===== config.mk =====
export PLATFORM = sky130hd
export DESIGN_NAME = hephaestus_exec_datapath_flat
export DESIGN_NICKNAME = d
export VERILOG_FILES = /design/src/rtl/hephaestus_exec_datapath_if.sv /design/src/rtl/hephaestus_exec_datapath.sv /design/src/flat_wrapper.sv
export SDC_FILE = /design/constraint.sdc
export NUM_CORES = 1
export LEC_CHECK = 0
export ABC_AREA = 1
export CAP_MARGIN = 20
export CORE_ASPECT_RATIO = 1.75
export CORE_MARGIN = 2
export CORE_UTILIZATION = 35
export CTS_BUF_LIST = sky130_fd_sc_hd__clkbuf_8
export CTS_CLUSTER_DIAMETER = 30
export DETAILED_ROUTE_END_ITERATION = 10
export HOLD_SLACK_MARGIN = 0.02
export MAX_ROUTING_LAYER = met4
export SYNTH_ARGS = -nofsm -noshare
export SYNTH_HDL_FRONTEND = slang
export SYNTH_SLANG_ARGS = --single-unit

===== constraint.sdc =====
create_clock -name clk -period 14.45 [get_ports clk]
set_clock_uncertainty 0.1 [all_clocks]
set_input_delay 1.445 -clock clk [delete_from_list [all_inputs] [get_ports clk]]
set_output_delay 1.445 -clock clk [all_outputs]
set_load 0.05 [all_outputs]

===== src/rtl/hephaestus_exec_datapath_if.sv =====
// Bus between the Hephaestus control FSM and the execution datapath.
// The master is the control FSM; the slave is the datapath.
interface hephaestus_exec_datapath_if;
  logic       read_en;
  logic       write_en;
  logic       write_high;
  logic [2:0] ra_num;
  logic [2:0] rb_num;
  logic [2:0] rc_num;
  logic [7:0] rc_in;
  logic [7:0] mul_high_in;
  logic [7:0] ra_data;
  logic [7:0] rb_data;

  logic [7:0] operand_a;
  logic [7:0] operand_b;
  logic [3:0] alu_fsl;
  logic [7:0] result_low;
  logic [7:0] mul_high;
  logic [3:0] alu_sreg;

  logic       jump;
  logic       hold;
  logic [7:0] jump_line;
  logic [7:0] pc_current;
  logic [7:0] pc_next;

  modport master (
    output read_en, write_en, write_high, ra_num, rb_num, rc_num, rc_in, mul_high_in,
    output operand_a, operand_b, alu_fsl,
    output jump, hold, jump_line,
    input  ra_data, rb_data, result_low, mul_high, alu_sreg, pc_current, pc_next
  );

  modport slave (
    input  read_en, write_en, write_high, ra_num, rb_num, rc_num, rc_in, mul_high_in,
    input  operand_a, operand_b, alu_fsl,
    input  jump, hold, jump_line,
    output ra_data, rb_data, result_low, mul_high, alu_sreg, pc_current, pc_next
  );
endinterface


===== src/rtl/hephaestus_exec_datapath.sv =====
// Hephaestus execution datapath: 8x8 register file with registered read ports,
// combinational 16-function ALU with {C,Z,N,V} flags, and the program counter.
module hephaestus_exec_datapath (
  input logic                      clk,
  input logic                      rst,
  hephaestus_exec_datapath_if.slave dp
);

  localparam logic [3:0] FN_ADD  = 4'h0;
  localparam logic [3:0] FN_SUB  = 4'h1;
  localparam logic [3:0] FN_MUL  = 4'h2;
  localparam logic [3:0] FN_AND  = 4'h3;
  localparam logic [3:0] FN_OR   = 4'h4;
  localparam logic [3:0] FN_XOR  = 4'h5;
  localparam logic [3:0] FN_NOT  = 4'h6;
  localparam logic [3:0] FN_NAND = 4'h7;
  localparam logic [3:0] FN_NOR  = 4'h8;
  localparam logic [3:0] FN_XNOR = 4'h9;
  localparam logic [3:0] FN_SHL  = 4'hA;
  localparam logic [3:0] FN_SHR  = 4'hB;
  localparam logic [3:0] FN_INC  = 4'hC;
  localparam logic [3:0] FN_DEC  = 4'hD;
  localparam logic [3:0] FN_CMP  = 4'hE;
  localparam logic [3:0] FN_PASS = 4'hF;

  // Two's-complement overflow: true result leaves the signed 8-bit range.
  function automatic logic addOvf(input logic signed [7:0] a, input logic signed [7:0] b);
    logic signed [8:0] s;
    s = a + b;
    return (s > 9'sd127) || (s < -9'sd128);
  endfunction

  function automatic logic subOvf(input logic signed [7:0] a, input logic signed [7:0] b);
    logic signed [8:0] s;
    s = a - b;
    return (s > 9'sd127) || (s < -9'sd128);
  endfunction

  // ---------------------------------------------------------------------------
  // Register file: write and read sampled on the same edge, so a read of the
  // index being written returns the pre-write contents.
  // ---------------------------------------------------------------------------
  logic [7:0] gpr [8];
  logic [7:0] raData_p1;
  logic [7:0] rbData_p1;
  logic [2:0] rcHighNum;

  assign rcHighNum = dp.rc_num + 3'd1;

  always_ff @(posedge clk) begin
    if (rst) begin
      for (int i = 0; i < 8; i++) gpr[i] <= '0;
      raData_p1 <= '0;
      rbData_p1 <= '0;
    end else begin
      if (dp.write_en) begin
        gpr[dp.rc_num] <= dp.rc_in;
        if (dp.write_high) gpr[rcHighNum] <= dp.mul_high_in;
      end
      if (dp.read_en) begin
        raData_p1 <= gpr[dp.ra_num];
        rbData_p1 <= gpr[dp.rb_num];
      end
    end
  end

  assign dp.ra_data = raData_p1;
  assign dp.rb_data = rbData_p1;

  // ---------------------------------------------------------------------------
  // ALU (combinational)
  // ---------------------------------------------------------------------------
  logic [7:0]  opA;
  logic [7:0]  opB;
  logic [8:0]  sumU;
  logic [8:0]  diffU;
  logic [15:0] r16;
  logic        flagC;
  logic        flagZ;
  logic        flagN;
  logic        flagV;

  assign opA = dp.operand_a;
  assign opB = dp.operand_b;

  always_comb begin
    r16   = '0;
    flagC = 1'b0;
    flagV = 1'b0;
    sumU  = {1'b0, opA} + {1'b0, opB};
    // Bit 8 of the 9-bit difference is the unsigned borrow (A<B).
    diffU = {1'b0, opA} - {1'b0, opB};
    case (dp.alu_fsl)
      FN_ADD: begin
        r16[7:0] = sumU[7:0];
        flagC    = sumU[8];
        flagV    = addOvf(opA, opB);
      end
      FN_SUB: begin
        r16[7:0] = diffU[7:0];
        flagC    = diffU[8];
        flagV    = subOvf(opA, opB);
      end
      FN_MUL: begin
        r16   = {8'd0, opA} * {8'd0, opB};
        flagC = |r16[15:8];
      end
      FN_AND:  r16[7:0] = opA & opB;
      FN_OR:   r16[7:0] = opA | opB;
      FN_XOR:  r16[7:0] = opA ^ opB;
      FN_NOT:  r16[7:0] = ~opA;
      FN_NAND: r16[7:0] = ~(opA & opB);
      FN_NOR:  r16[7:0] = ~(opA | opB);
      FN_XNOR: r16[7:0] = ~(opA ^ opB);
      FN_SHL: begin
        r16[7:0] = {opA[6:0], 1'b0};
        flagC    = opA[7];
      end
      FN_SHR: begin
        r16[7:0] = {1'b0, opA[7:1]};
        flagC    = opA[0];
      end
      FN_INC: begin
        r16[7:0] = opA + 8'd1;
        flagC    = (opA == 8'hFF);
        flagV    = (opA == 8'h7F);
      end
      FN_DEC: begin
        r16[7:0] = opA - 8'd1;
        flagC    = (opA == 8'h00);
        flagV    = (opA == 8'h80);
      end
      FN_CMP: begin
        r16[7:0] = opA;
        flagC    = diffU[8];
        flagV    = subOvf(opA, opB);
      end
      FN_PASS: r16[7:0] = opA;
      default: r16 = '0;
    endcase

    flagZ = (r16[7:0] == 8'h00);
    flagN = r16[7];
    if (dp.alu_fsl == FN_MUL) begin
      flagZ = (r16 == 16'h0000);
      flagN = r16[15];
    end else if (dp.alu_fsl == FN_CMP) begin
      flagZ = (opA == opB);
      flagN = diffU[7];
    end
  end

  assign dp.result_low = r16[7:0];
  assign dp.mul_high   = r16[15:8];
  assign dp.alu_sreg   = {flagC, flagZ, flagN, flagV};

  // ---------------------------------------------------------------------------
  // Program counter: jump beats hold; free-run wraps 255 -> 0.
  // ---------------------------------------------------------------------------
  logic [7:0] pcCur_p1;
  logic [7:0] pcNext;

  always_comb begin
    if (dp.jump)      pcNext = dp.jump_line;
    else if (dp.hold) pcNext = pcCur_p1;
    else              pcNext = pcCur_p1 + 8'd1;
  end

  always_ff @(posedge clk) begin
    if (rst) pcCur_p1 <= '0;
    else     pcCur_p1 <= pcNext;
  end

  assign dp.pc_current = pcCur_p1;
  assign dp.pc_next    = pcNext;

endmodule


===== src/flat_wrapper.sv =====
// flat-port wrapper written by rule: the top's interface ports become plain ports
module hephaestus_exec_datapath_flat 
  (clk, rst, dp_read_en, dp_write_en, dp_write_high, dp_ra_num, dp_rb_num, dp_rc_num, dp_rc_in, dp_mul_high_in, dp_operand_a, dp_operand_b, dp_alu_fsl, dp_jump, dp_hold, dp_jump_line, dp_ra_data, dp_rb_data, dp_result_low, dp_mul_high, dp_alu_sreg, dp_pc_current, dp_pc_next);
  hephaestus_exec_datapath_if dp_i ();
  input logic clk;
  input logic rst;
  input wire logic [$bits(dp_i.read_en)-1:0] dp_read_en;
  input wire logic [$bits(dp_i.write_en)-1:0] dp_write_en;
  input wire logic [$bits(dp_i.write_high)-1:0] dp_write_high;
  input wire logic [$bits(dp_i.ra_num)-1:0] dp_ra_num;
  input wire logic [$bits(dp_i.rb_num)-1:0] dp_rb_num;
  input wire logic [$bits(dp_i.rc_num)-1:0] dp_rc_num;
  input wire logic [$bits(dp_i.rc_in)-1:0] dp_rc_in;
  input wire logic [$bits(dp_i.mul_high_in)-1:0] dp_mul_high_in;
  input wire logic [$bits(dp_i.operand_a)-1:0] dp_operand_a;
  input wire logic [$bits(dp_i.operand_b)-1:0] dp_operand_b;
  input wire logic [$bits(dp_i.alu_fsl)-1:0] dp_alu_fsl;
  input wire logic [$bits(dp_i.jump)-1:0] dp_jump;
  input wire logic [$bits(dp_i.hold)-1:0] dp_hold;
  input wire logic [$bits(dp_i.jump_line)-1:0] dp_jump_line;
  output wire logic [$bits(dp_i.ra_data)-1:0] dp_ra_data;
  output wire logic [$bits(dp_i.rb_data)-1:0] dp_rb_data;
  output wire logic [$bits(dp_i.result_low)-1:0] dp_result_low;
  output wire logic [$bits(dp_i.mul_high)-1:0] dp_mul_high;
  output wire logic [$bits(dp_i.alu_sreg)-1:0] dp_alu_sreg;
  output wire logic [$bits(dp_i.pc_current)-1:0] dp_pc_current;
  output wire logic [$bits(dp_i.pc_next)-1:0] dp_pc_next;
  assign dp_i.read_en = dp_read_en;
  assign dp_i.write_en = dp_write_en;
  assign dp_i.write_high = dp_write_high;
  assign dp_i.ra_num = dp_ra_num;
  assign dp_i.rb_num = dp_rb_num;
  assign dp_i.rc_num = dp_rc_num;
  assign dp_i.rc_in = dp_rc_in;
  assign dp_i.mul_high_in = dp_mul_high_in;
  assign dp_i.operand_a = dp_operand_a;
  assign dp_i.operand_b = dp_operand_b;
  assign dp_i.alu_fsl = dp_alu_fsl;
  assign dp_i.jump = dp_jump;
  assign dp_i.hold = dp_hold;
  assign dp_i.jump_line = dp_jump_line;
  assign dp_ra_data = dp_i.ra_data;
  assign dp_rb_data = dp_i.rb_data;
  assign dp_result_low = dp_i.result_low;
  assign dp_mul_high = dp_i.mul_high;
  assign dp_alu_sreg = dp_i.alu_sreg;
  assign dp_pc_current = dp_i.pc_current;
  assign dp_pc_next = dp_i.pc_next;
  hephaestus_exec_datapath u_core (.clk(clk), .rst(rst), .dp(dp_i));
endmodule

Word-level counts from Yosys, hierarchy flattened
Memory sizes are Yosys's and may differ from the RTL's. A register that Yosys moved wholly into a read port is not among the register bits.
Cells that the tools add are included.
- magnitude comparators: 4
- reductions and logical operators: 11
- multiplexer cells: 25
- bitwise gates (word level): 7
- add/sub/neg operators: 8
- equality and inequality tests: 19
- multiply operators: 1
- operator list (operator ; count):
    8-bit case mux with 15 select lines ; 1
    8-bit 2-to-1 mux ; 5
    4-bit equality test, second input constant ; 8
    8-bit inverter ; 4
    8-bit OR reduction ; 3
    8-bit by 8-bit adder with 9-bit output ; 2
    9-bit by 8-bit greater-than comparator with 1-bit output, second input constant ; 2
    9-bit by 8-bit less-than comparator with 1-bit output, second input constant ; 2
    8-bit by 8-bit subtractor with 9-bit output ; 2
    8-bit by 1-bit adder with 8-bit output, second input constant ; 2
    4-bit by 3-bit equality test with 1-bit output, second input constant ; 4
    8-bit equality test, second input constant ; 2
    16-bit logical NOT ; 1
    8-bit logical NOT ; 2
    8-bit by 8-bit multiplier with 16-bit output ; 1
    1-bit 2-to-1 mux ; 15
    8-bit AND ; 1
    4-bit by 2-bit equality test with 1-bit output, second input constant ; 2
    8-bit by 7-bit equality test with 1-bit output, second input constant ; 1
    8-bit equality test ; 1
    8-bit bitwise OR ; 1
    8-bit by 1-bit subtractor with 8-bit output, second input constant ; 1
    8-bit bitwise XOR ; 1
    1-bit case mux with 7 select lines ; 1
    other kinds (7) ; 10
- word-level logic and storage cells: 77
- output and inout port bits: 52
- bits in writable memories: 64
- flip-flop bits (word level): 8
- memories: 1
- memories (memory ; depth ; width ; read ports ; clocked after Yosys merged registers in ; wr ports ; RTL line ; RTL):
    u_core.gpr ; 8 ; 8 ; 2 ; 2 ; 8 ; hephaestus_exec_datapath.sv:43 ; logic [7:0] gpr [8];

Logic depth before layout (Yosys ltp)
Gate-level depths: netlist of run 1.
- depth after elaboration: 6
- mapped depth: 25
- depth with buffers taken out: 23

Worst setup path before layout of run 1
No wires, ideal clock.
- path kind: input to output
- start: in dp_operand_a[0]
- end: out dp_alu_sreg[2]
- setup slack: 7199 ps
- buffers on the path: 2
- stages: 17
- arrival: 5706 ps
- cells stage by stage: clkbuf_1 > nand2_1 > fa_1 > fa_1 > fa_1 > fa_1 > inv_1 > ha_1 > nand3b_1 > nand3_1 > nand3_1 > nor2_1 > nand3_1 > nor2_1 > nand3_1 > a21oi_1 > buf_4
- RTL lines (element ; RTL line ; RTL):
    from (decl) ; flat_wrapper.sv:15 ; input wire logic [$bits(dp_i.operand_a)-1:0] dp_operand_a;
    8-bit by 8-bit multiplier with 16-bit output (tied with other cells) ; hephaestus_exec_datapath.sv:105 ; r16 = {8'd0, opA} * {8'd0, opB};
    8-bit case mux with 15 select lines * ; hephaestus_exec_datapath.sv:93 ; case (dp.alu_fsl)
    net dp_result_low[7] ; flat_wrapper.sv:23 ; output wire logic [$bits(dp_i.result_low)-1:0] dp_result_low;
    8-bit logical NOT ; hephaestus_exec_datapath.sv:142 ; flagZ = (r16[7:0] == 8'h00);
    1-bit 2-to-1 mux ; hephaestus_exec_datapath.sv:147 ; end else if (dp.alu_fsl == FN_CMP) begin
    1-bit 2-to-1 mux * ; hephaestus_exec_datapath.sv:144 ; if (dp.alu_fsl == FN_MUL) begin
    to (decl) ; flat_wrapper.sv:25 ; output wire logic [$bits(dp_i.alu_sreg)-1:0] dp_alu_sreg;
Mark *: on every way through the listed nets, which the timed path passes. The rest lies on a longest branch.

Worst setup path after layout of run 1
- start: in dp_operand_a[4]
- end: out dp_alu_sreg[2]
- cells in the longest elaborated chain, start to end: 6
- ends and longest elaborated chain (element ; RTL line):
    branches (longest 5 deep; another with 8-bit by 8-bit multiplier with 16-bit output) ; n/a
    1-bit 2-to-1 mux * ; hephaestus_exec_datapath.sv:144
Mark *: on every way between the ends.

==> impl_metrics.csv, run 1 <==
group,metric,value,unit
layout,fillers,2739,
drt,via_count,9590,
yosys,yosys.area.top_type,"edfxtp_1",
yosys,synthArstFlopShare,0,%
yosys,synth_area_leaders,"edfxtp_1 21%, nand2_1 13%, inv_1 9.7%",
clocking,cts_resized,0,
timing,hold_violations,0,
job,max-cap-violations,0,
floorplanning,ios,112,
grt,grt.overflow.total,0,
floorplanning,start_util,35.7,%
yosys,synth_most_common_cell,"nand2_1",
layout,nets,1603,
setup_path,crit_end,"dp_alu_sreg[2]",
clocking,path_clk_slew,0.10,ns
pwr,powerDensity,89.6,nW/µm²
layout,insertedDiodeCount,0,
pwr,peakVddDrop,0.0779,mV
layout,fin_cells,1761,
pwr,p_seq_share,30.9,%
clocking,cts_buffers,9,
setup_path,r2r_end,"u_core.dp.pc_current[6]",
timing,period_minus_slack,9.05,ns
setup_path,path_max_fanout,13,
outcome,status,"finished, final reports clean",
drt,drt-wirelength-per-cell,20.6,µm
timing,holdWs,0.438,ns
timing,max_slew.worst_pin.slew,0.986,ns
setup_path,critPathRequiredTime,12.90,ns
timing,setup_viol,0,
yosys,synth_area,9260,µm²
grt,grt_antenna_before_repair,0,
setup_path,arrival,7.50,ns
pwr,intPower,525,µW
yosys,synth_edf_count,64,
grt,grt_pass1_vias,9834,
drt,final_antenna_net_count,0,
drt,remaining_drc_errors,0,
pwr,p_comb_share,53.0,%
setup_path,cp-start-kind,"input port",
hold_path,hold_class,"flip-flop to flip-flop",
setup_path,cp-end-kind,"output port",
pwr,finalPower,963,µW
clocking,post_cts_buffers,0,
clocking,root_buffer,"clkbuf_8",
clocking,hold_buffers,0,
timing,maxSlewViolCount,0,
drt,drt_iter0_drc,607,
yosys,synth_seq_cells,88,
placement,dpl.hpwl,29.6,mm
timing,rsz0062_at_grt,"no",
yosys,synth_nets,1531,
setup_path,worstSetupStartpoint,"dp_operand_a[4]",
yosys,synth_common_cells,"318 x nand2_1, 240 x inv_1, 105 x a21oi_1, 105 x o21ai_0, 95 x nor2_1",
pwr,leakage,0.00524,µW
drt,first_pass_iters,7,
layout,syn2layout_area_growth,16.0,%
drt,vias_per_cell,5.45,
placement,place_inst,1743,
pwr,switching_share,45.4,%
grt,grt_max_degree,65,
pwr,p_switching,437,µW
yosys,yosys.cell_types.count,38,
layout,drive_above_1_share,2.43,%
floorplanning,std_cell_rows,78,
yosys,synth_top_area_share,20.8,%
yosys,synthCells,1364,
setup_path,ff2ff_setup_slack,12.63,ns
timing,period_share,62.6,%
floorplanning,die_w,127,µm
grt,grtUsageTotal,26.7,%
yosys,post_synth.cell_area_avg,6.79,µm²
yosys,ys.flop_type,"edfxtp_1",
clocking,clock-sinks,88,
grt,grt_pass1_wl,54.8,mm
timing,finalSetupTns,0,ns
yosys,yosysWarnings,0,
layout,fin_util,41.4,%
clocking,clk_path_buf_depth,2,
setup_path,rr_worst_depth,9,
drt,wl,36.3,mm
floorplanning,core_area,26000,µm²
timing,max_slew_margin,34.2,%
floorplanning,die-height,219,µm
placement,portBuffers,111,
yosys,ys_seq_area_share,25.9,%
clocking,clk_latency,0.38,ns
clocking,htreeDepth,3,
placement,place.gp.congestion,1.01,
floorplanning,die_area,27800,µm²
setup_path,r2r-start,"u_core.dp.pc_current[1]",
clocking,cts_tree,"done",
timing,max_freq,111,MHz
setup_path,crit_type,"input port to output port",
pwr,clkPwrFrac,16.1,%
[layout make-up]
class / instances / area (µm²) / share of cell area (%)
Clock buffer: 9 / 124 / 1.15
Clock inverter: 7 / 40.0 / 0.373
Inverter: 242 / 908 / 8.46
Multi-Input combinational cell: 979 / 5720 / 53.2
Sequential cell: 88 / 2400 / 22.4
Tap cell: 320 / 400 / 3.73
Timing Repair Buffer: 116 / 1150 / 10.7
[state kept, by name, summed over array words and instances (netlist names)]
| name | flops |
|---|---|
| u_core.gpr | 64 |
| u_core.dp.rb_data | 8 |
| u_core.dp.ra_data | 8 |
| u_core.dp.pc_current | 8 |
[routing by layer]
metal / global-route usage [%] / part of all wire (%) / vias up
met2: 52.5 / 56 / 331
met1: 22.3 / 31 / 4477
met3: 2.17 / 3.3 / 141
li1: - / - / 4641
met4: 21.5 / 9.3 / 0
met5: - / 0 / -
[metrics by stage]
stage	worst slack [ns]	area, µm²
after floorplan	7.20	9260
after global routing	5.04	10700
after CTS	5.31	10700
after global placement	5.40	10600
final	5.40	10700
after detailed placement	5.32	10600
[placed cells by master (no fill, tap or decap), types with 4 or more instances in the layout]
| cell type | count |
|---|---|
| o211ai_1 | 8 |
| ha_1 | 68 |
| nor3_1 | 12 |
| nor2_1 | 95 |
| edfxtp_1 | 64 |
| nand3b_1 | 6 |
| nor2_2 | 4 |
| nand2_1 | 318 |
| clkdlybuf4s50_1 | 109 |
| inv_1 | 241 |
| clkbuf_8 | 9 |
| o21ai_0 | 105 |
| dfxtp_1 | 24 |
| a21oi_1 | 105 |
| o22ai_1 | 77 |
| a21o_1 | 4 |
| or2_2 | 9 |
| nand4_1 | 17 |
| nand3_1 | 90 |
| fa_1 | 39 |
[worst max-delay path, cell delays in order]
cell and delay (ns):
clkdlybuf4s50_1 0.87, ha_1 0.47, fa_1 0.47, fa_1 0.49
fa_1 0.55, inv_1 0.05, fa_1 0.53, inv_1 0.04
ha_1 0.36, a21o_1 0.22, o21bai_1 0.19, inv_1 0.07
nand2_1 0.05, or2_2 0.27, nand3_1 0.09, nand2_1 0.07
nor2_1 0.15, nand2_1 0.07, a21oi_1 0.19, clkdlybuf4s50_1 0.84
[worst min path at each step]
stage / start / endpoint / cells after the start
after detailed placement: u_core.dp.ra_data[4] / u_core.dp.ra_data[4] / 2
after floorplan: u_core.gpr[0][7] / u_core.dp.ra_data[7] / 4
after CTS: u_core.dp.ra_data[7] / u_core.dp.ra_data[7] / 2
final: u_core.dp.ra_data[4] / u_core.dp.ra_data[4] / 2
after global routing: u_core.dp.rb_data[3] / u_core.dp.rb_data[3] / 2
after global placement: u_core.dp.rb_data[1] / u_core.dp.rb_data[1] / 2
[power groups by stage]
stage,clock network (µW),registers [µW],logic (µW)
after floorplan,0,318,331
after global placement,0,303,506
after detailed placement,0,304,506
after CTS,155,298,509
after global routing,162,300,564
final,155,298,510
[logic make-up (layout without fill, tap and decap cells)]
family,after synthesis,count (layout),share of synthesized area [%]
adders and majority gates,107,107,17.6
AOI/OAI and AO/OA,310,310,18.4
DFF,88,88,25.9
buffers and inverters,297,374,12.3
xor gates and xnor gates,6,6,0.568
and+or+nand+nor,556,556,25.1
Power figures use the tool's default switching activity.
==> run 2: changes to the inputs <==
Clock period 14.45 ns to 8.6 ns, I/O delays scaled along.
==> run 2 against run 1 <==
Effect of this change:
- final area increased by 0.90%
- routed wire length shrank 0.73%
- power up 71%
- final cell count up 0.40%
- sequential power rose by 68%
- die area unchanged
- sequential share of layout area is 0.20 points lower
- via count is 1.4% higher
- first-iteration DRC count grew 4.6%
- global-route usage fell by 0.23 points
- non-clock buffer count up 7
- largest cell class unchanged
==> impl_metrics.csv, run 2 (synthesis gave the netlist of run 1 again) <==
group,metric,value,unit
drt,drt-wirelength-per-cell,20.4,µm
outcome,status,"finished, final reports clean",
layout,fin_util,41.7,%
setup_path,cp-end-kind,"output port",
layout,fin_cells,1768,
setup_path,rr_worst_depth,9,
placement,dpl.hpwl,29.5,mm
layout,largest-register,"u_core.gpr",
timing,max_freq,134,MHz
layout,layout_common_cells,"318 x nand2_1, 240 x inv_1, 109 x clkdlybuf4s50_1",
setup_path,crit_type,"input port to output port",
pwr,peakVddDrop,0.124,mV
layout,insertedDiodeCount,0,
timing,maxSlewViolCount,0,
drt,vias_per_cell,5.50,
grt,grtUsageTotal,26.5,%
clocking,cts_tree,"done",
placement,place.gp.congestion,1.02,
placement,place_inst,1750,
layout,largest_reg_flops,64,
clocking,htreeDepth,3,
layout,drive_above_1_share,3.11,%
pwr,leakage,0.00529,µW
grt,grt_max_degree,65,
setup_path,ff2ff_setup_slack,6.75,ns
clocking,clk_latency,0.39,ns
job,max-cap-violations,0,
clocking,clock-sinks,88,
floorplanning,ios,112,
timing,max_slew.worst_pin.slew,0.985,ns
timing,hold_violations,0,
layout,syn2layout_area_growth,17.1,%
timing,period_minus_slack,7.46,ns
drt,via_count,9725,
layout,mostFrequentLayoutCell,"nand2_1",
grt,grt_pass1_vias,9500,
timing,rsz0062_at_grt,"no",
layout,multi_input_area,5720,µm²
setup_path,cp-start-kind,"input port",
floorplanning,std_cell_rows,78,
floorplanning,die_w,127,µm
drt,drt_iter0_drc,635,
timing,setup_viol,0,
setup_path,crit_buf_inv,5,
clocking,cts_buffers,9,
floorplanning,die_area,27800,µm²
clocking,clk_path_buf_depth,2,
timing,finalSetupTns,0,ns
layout,nets,1610,
timing,period_share,86.7,%
setup_path,worstPathCellList,"clkdlybuf4s50_1 -> nand2_1 -> inv_1 -> fa_1 -> inv_1 -> fa_1 -> fa_1 -> fa_1 -> inv_1 -> ha_1 -> a21oi_1 -> o21ai_0 -> nand2_1 -> nand3_1 -> or2_2 -> nand3_1 -> nand2_1 -> nor2_1 -> nand2_1 -> a21oi_1 -> clkdlybuf4s50_1",
clocking,cts_resized,0,
clocking,root_buffer,"clkbuf_8",
setup_path,critPathRequiredTime,7.64,ns
clocking,post_cts_buffers,0,
setup_path,crit_cells,21,
layout,fillers,2744,
drt,wl,36.0,mm
grt,grt_pass1_wl,53.6,mm
floorplanning,start_util,35.7,%
floorplanning,core_area,26000,µm²
drt,first_pass_iters,7,
drt,final_antenna_net_count,0,
hold_path,min_delay_path_depth,2,
setup_path,worst_path_largest_cell_delay,0.84,ns
floorplanning,die-height,219,µm
grt,grt.overflow.total,0,
pwr,powerDensity,151,nW/µm²
clocking,path_clk_slew,0.10,ns
setup_path,path_max_fanout,11,
drt,remaining_drc_errors,0,
hold_path,hold_class,"flip-flop to flip-flop",
setup_path,arrival,6.50,ns
layout,ff_latch_area,2400,µm²
placement,portBuffers,111,
clocking,hold_buffers,0,
grt,grt_antenna_before_repair,0,
setup_path,cp_top_family,"adder cells",
setup_path,crit_path_top_delay_cell,"clkdlybuf4s50_1",
pwr,finalPower,1640,µW
timing,max_slew_margin,34.3,%
## run 2: cell count changes in the layout (fill, tap and decap cells not counted)
cell / previous run / this run
buf_16: 0 / 1
buf_6: 1 / 0
buf_8: 1 / 0
clkinv_1: 3 / 1
inv_6: 0 / 5
clkbuf_16: 0 / 1
clkinv_2: 1 / 0
buf_4: 3 / 10
clkinv_4: 2 / 0
clkinvlp_4: 0 / 1
inv_1: 241 / 240
## run 2: stage by stage
| step | setup WS [ns] | hold slack [ns] | instance area, µm² |
|---|---|---|---|
| floorplan | 2.52 | 0.510 | 9260 |
| global placement | 1.16 | 0.406 | 10600 |
| detailed placement | 1.11 | 0.408 | 10600 |
| CTS | 1.13 | 0.438 | 10800 |
| global route | 0.738 | 0.457 | 10800 |
| finish | 1.14 | 0.432 | 10800 |
## run 2: final timing paths
path / end / startpoint
worst max register to register: u_core.dp.pc_current[6] / u_core.dp.pc_current[1]
worst max-delay path: dp_alu_sreg[2] / dp_operand_a[3]
worst min-delay path: u_core.dp.ra_data[7] / u_core.dp.ra_data[7]
worst min register to register: u_core.dp.ra_data[7] / u_core.dp.ra_data[7]
## run 2: layout make-up
cell class	count	share of cell area, %
multi-input cells	979	52.7
well taps	320	3.69
flip-flops and latches	88	22.2
clock inverters	7	0.531
clock buffers	9	1.14
repair buffers	123	11.3
inverters	242	8.38
## run 2: worst min-delay path: stages, from the launching register on
cell and delay [ns]:
dfxtp_1 0.33, o21ai_0 0.07, a21oi_1 0.10
## run 2: power breakdown
part           switching, µW  internal [µW]
logic                    561            297
clock network            174            110
registers               14.0            486
total                    748            893
## run 2: layer usage
layer | vias to the layer above | part of all wire (%) | global-route usage (%)
li1 | 4659 | - | -
met1 | 4533 | 31 | 22.6
met2 | 383 | 55 | 50.9
met3 | 150 | 3.5 | 1.97
met4 | 0 | 9.9 | 22.7
met5 | - | 0 | -
==> run 3: changes to the inputs <==
Settings changed: DONT_BUFFER_PORTS from default to 1.
==> run 3 against run 2 <==
Effect of this change:
- via count is 5.1% lower
- maximum frequency is 15% higher
- die area stayed put
- sequential cell count stayed put
- critical path type unchanged
- largest power group unchanged
==> impl_metrics.csv, run 3 (synthesis gave the netlist of run 1 again) <==
group,metric,value,unit
floorplanning,ios,112,
floorplanning,core_area,26000,µm²
clocking,cts_buffers,9,
layout,largest-register,"u_core.gpr",
floorplanning,start_util,35.7,%
setup_path,critPathRequiredTime,7.64,ns
setup_path,worst_path_largest_cell_delay,0.85,ns
clocking,clk_latency,0.38,ns
clocking,clk_path_buf_depth,2,
pwr,leakage,0.00484,µW
setup_path,crit_type,"input port to output port",
drt,first_pass_iters,6,
layout,largest_reg_flops,64,
pwr,p_switching,674,µW
clocking,htreeDepth,3,
placement,place_inst,1633,
floorplanning,die-height,219,µm
drt,remaining_drc_errors,0,
timing,finalSetupTns,0,ns
clocking,root_buffer,"clkbuf_8",
setup_path,path_max_fanout,9,
job,max-cap-violations,0,
grt,grt_pass1_wl,52.9,mm
pwr,powerDensity,159,nW/µm²
setup_path,cp_top_family,"adder cells",
grt,grt_max_degree,65,
placement,portBuffers,0,
pwr,switching_share,44.0,%
setup_path,crit_path_top_delay_cell,"o21ai_1",
pwr,intPower,858,µW
clocking,hold_buffers,0,
hold_path,hold_class,"input port to flip-flop",
floorplanning,die_area,27800,µm²
layout,mostFrequentLayoutCell,"nand2_1",
setup_path,crit_buf_inv,2,
timing,period_minus_slack,6.46,ns
timing,max_slew_margin,29.0,%
layout,nets,1492,
timing,hold_violations,0,
drt,drt-wirelength-per-cell,21.6,µm
drt,vias_per_cell,5.59,
grt,grt_antenna_before_repair,0,
setup_path,cp-end-kind,"output port",
clocking,clock-sinks,88,
setup_path,arrival,5.50,ns
layout,drive_above_1_share,2.63,%
floorplanning,std_cell_rows,78,
timing,setup_viol,0,
clocking,cts_resized,0,
clocking,cts_tree,"done",
drt,wl,35.6,mm
pwr,peakVddDrop,0.148,mV
pwr,clkPwrFrac,19.1,%
clocking,path_clk_slew,0.09,ns
drt,drt_iter0_drc,640,
timing,maxSlewViolCount,0,
timing,period_share,75.1,%
floorplanning,die_w,127,µm
grt,grt.overflow.total,0,
clocking,post_cts_buffers,0,
timing,max_slew.worst_pin.slew,1.06,ns
grt,grtUsageTotal,26.3,%
layout,syn2layout_area_growth,4.35,%
placement,dpl.hpwl,28.7,mm
layout,layout_common_cells,"318 x nand2_1, 241 x inv_1, 105 x a21oi_1",
placement,place.gp.congestion,1.04,
setup_path,worstPathCellList,"ha_1 -> fa_1 -> ha_1 -> inv_1 -> fa_1 -> fa_1 -> inv_1 -> ha_1 -> a21oi_1 -> nand2_1 -> nand2_1 -> nand3_1 -> nand3_1 -> nor2_1 -> nand3_1 -> nor2_1 -> o21ai_1",
outcome,status,"finished, final reports clean",
grt,grt_pass1_vias,9295,
pwr,p_comb_share,46.2,%
layout,fin_cells,1650,
timing,rsz0062_at_grt,"no",
setup_path,cp-start-kind,"input port",
pwr,p_seq_share,34.7,%
layout,insertedDiodeCount,0,
drt,via_count,9226,
drt,final_antenna_net_count,0,
timing,max_freq,155,MHz
-- run 3: cell types whose count changed in the layout (fill, tap and decap cells not counted), sizes merged --
cell / change
clkinv: +2
bufinv: +1
clkdlybuf4s50: -109
inv: -3
clkinvlp: -1
buf: -8
-- run 3: layout make-up --
type / count / area (µm²)
flip-flops and latches: 88 / 2400
multi-input cells: 979 / 5720
clock buffers: 10 / 138
inverters: 242 / 908
repair buffers: 5 / 37.5
clock inverters: 6 / 58.8
fillers: 2809 / 16300
well taps: 320 / 400
-- run 3: final timing paths --
kind	to	depth (start not counted)	startpoint	slack [ns]
hold / removal	u_core.dp.pc_current[7]	1	rst	0.43
setup / recovery	dp_alu_sreg[1]	17	dp_operand_b[3]	2.14
setup reg to reg	u_core.dp.pc_current[6]	9	u_core.dp.pc_current[1]	5.64
hold reg to reg	u_core.dp.rb_data[1]	4	u_core.gpr[0][1]	0.61
-- run 3: stage by stage --
step | total power, µW | instance area, µm² | utilization, % | hold slack (ns) | setup WS [ns]
3_3_place_gp | 1240 | 9460 | 36.4 | 0.561 | 2.10
4_1_cts | 1540 | 9650 | 37.2 | 0.401 | 2.07
6_report | 1530 | 9660 | 37.2 | 0.431 | 2.14
3_5_place_dp | 1240 | 9460 | 36.4 | 0.578 | 2.08
2_1_floorplan | 1090 | 9260 | - | 0.510 | 2.52
5_1_grt | 1640 | 9660 | 37.2 | 0.410 | 1.87
-- run 3: power groups by stage --
stage | combinational [µW] | clock (µW) | sequential [µW]
6_report | 707 | 293 | 531
3_5_place_dp | 703 | 0 | 541
3_3_place_gp | 700 | 0 | 540
2_1_floorplan | 557 | 0 | 534
5_1_grt | 790 | 314 | 534
4_1_cts | 706 | 299 | 531
-- run 3: per-layer routing --
layer / global-route usage, % / share of wire, %
met1: 21.6 / 30
met2: 50.9 / 56
met3: 2.93 / 3.6
met4: 22.2 / 9.4
met5: - / 0
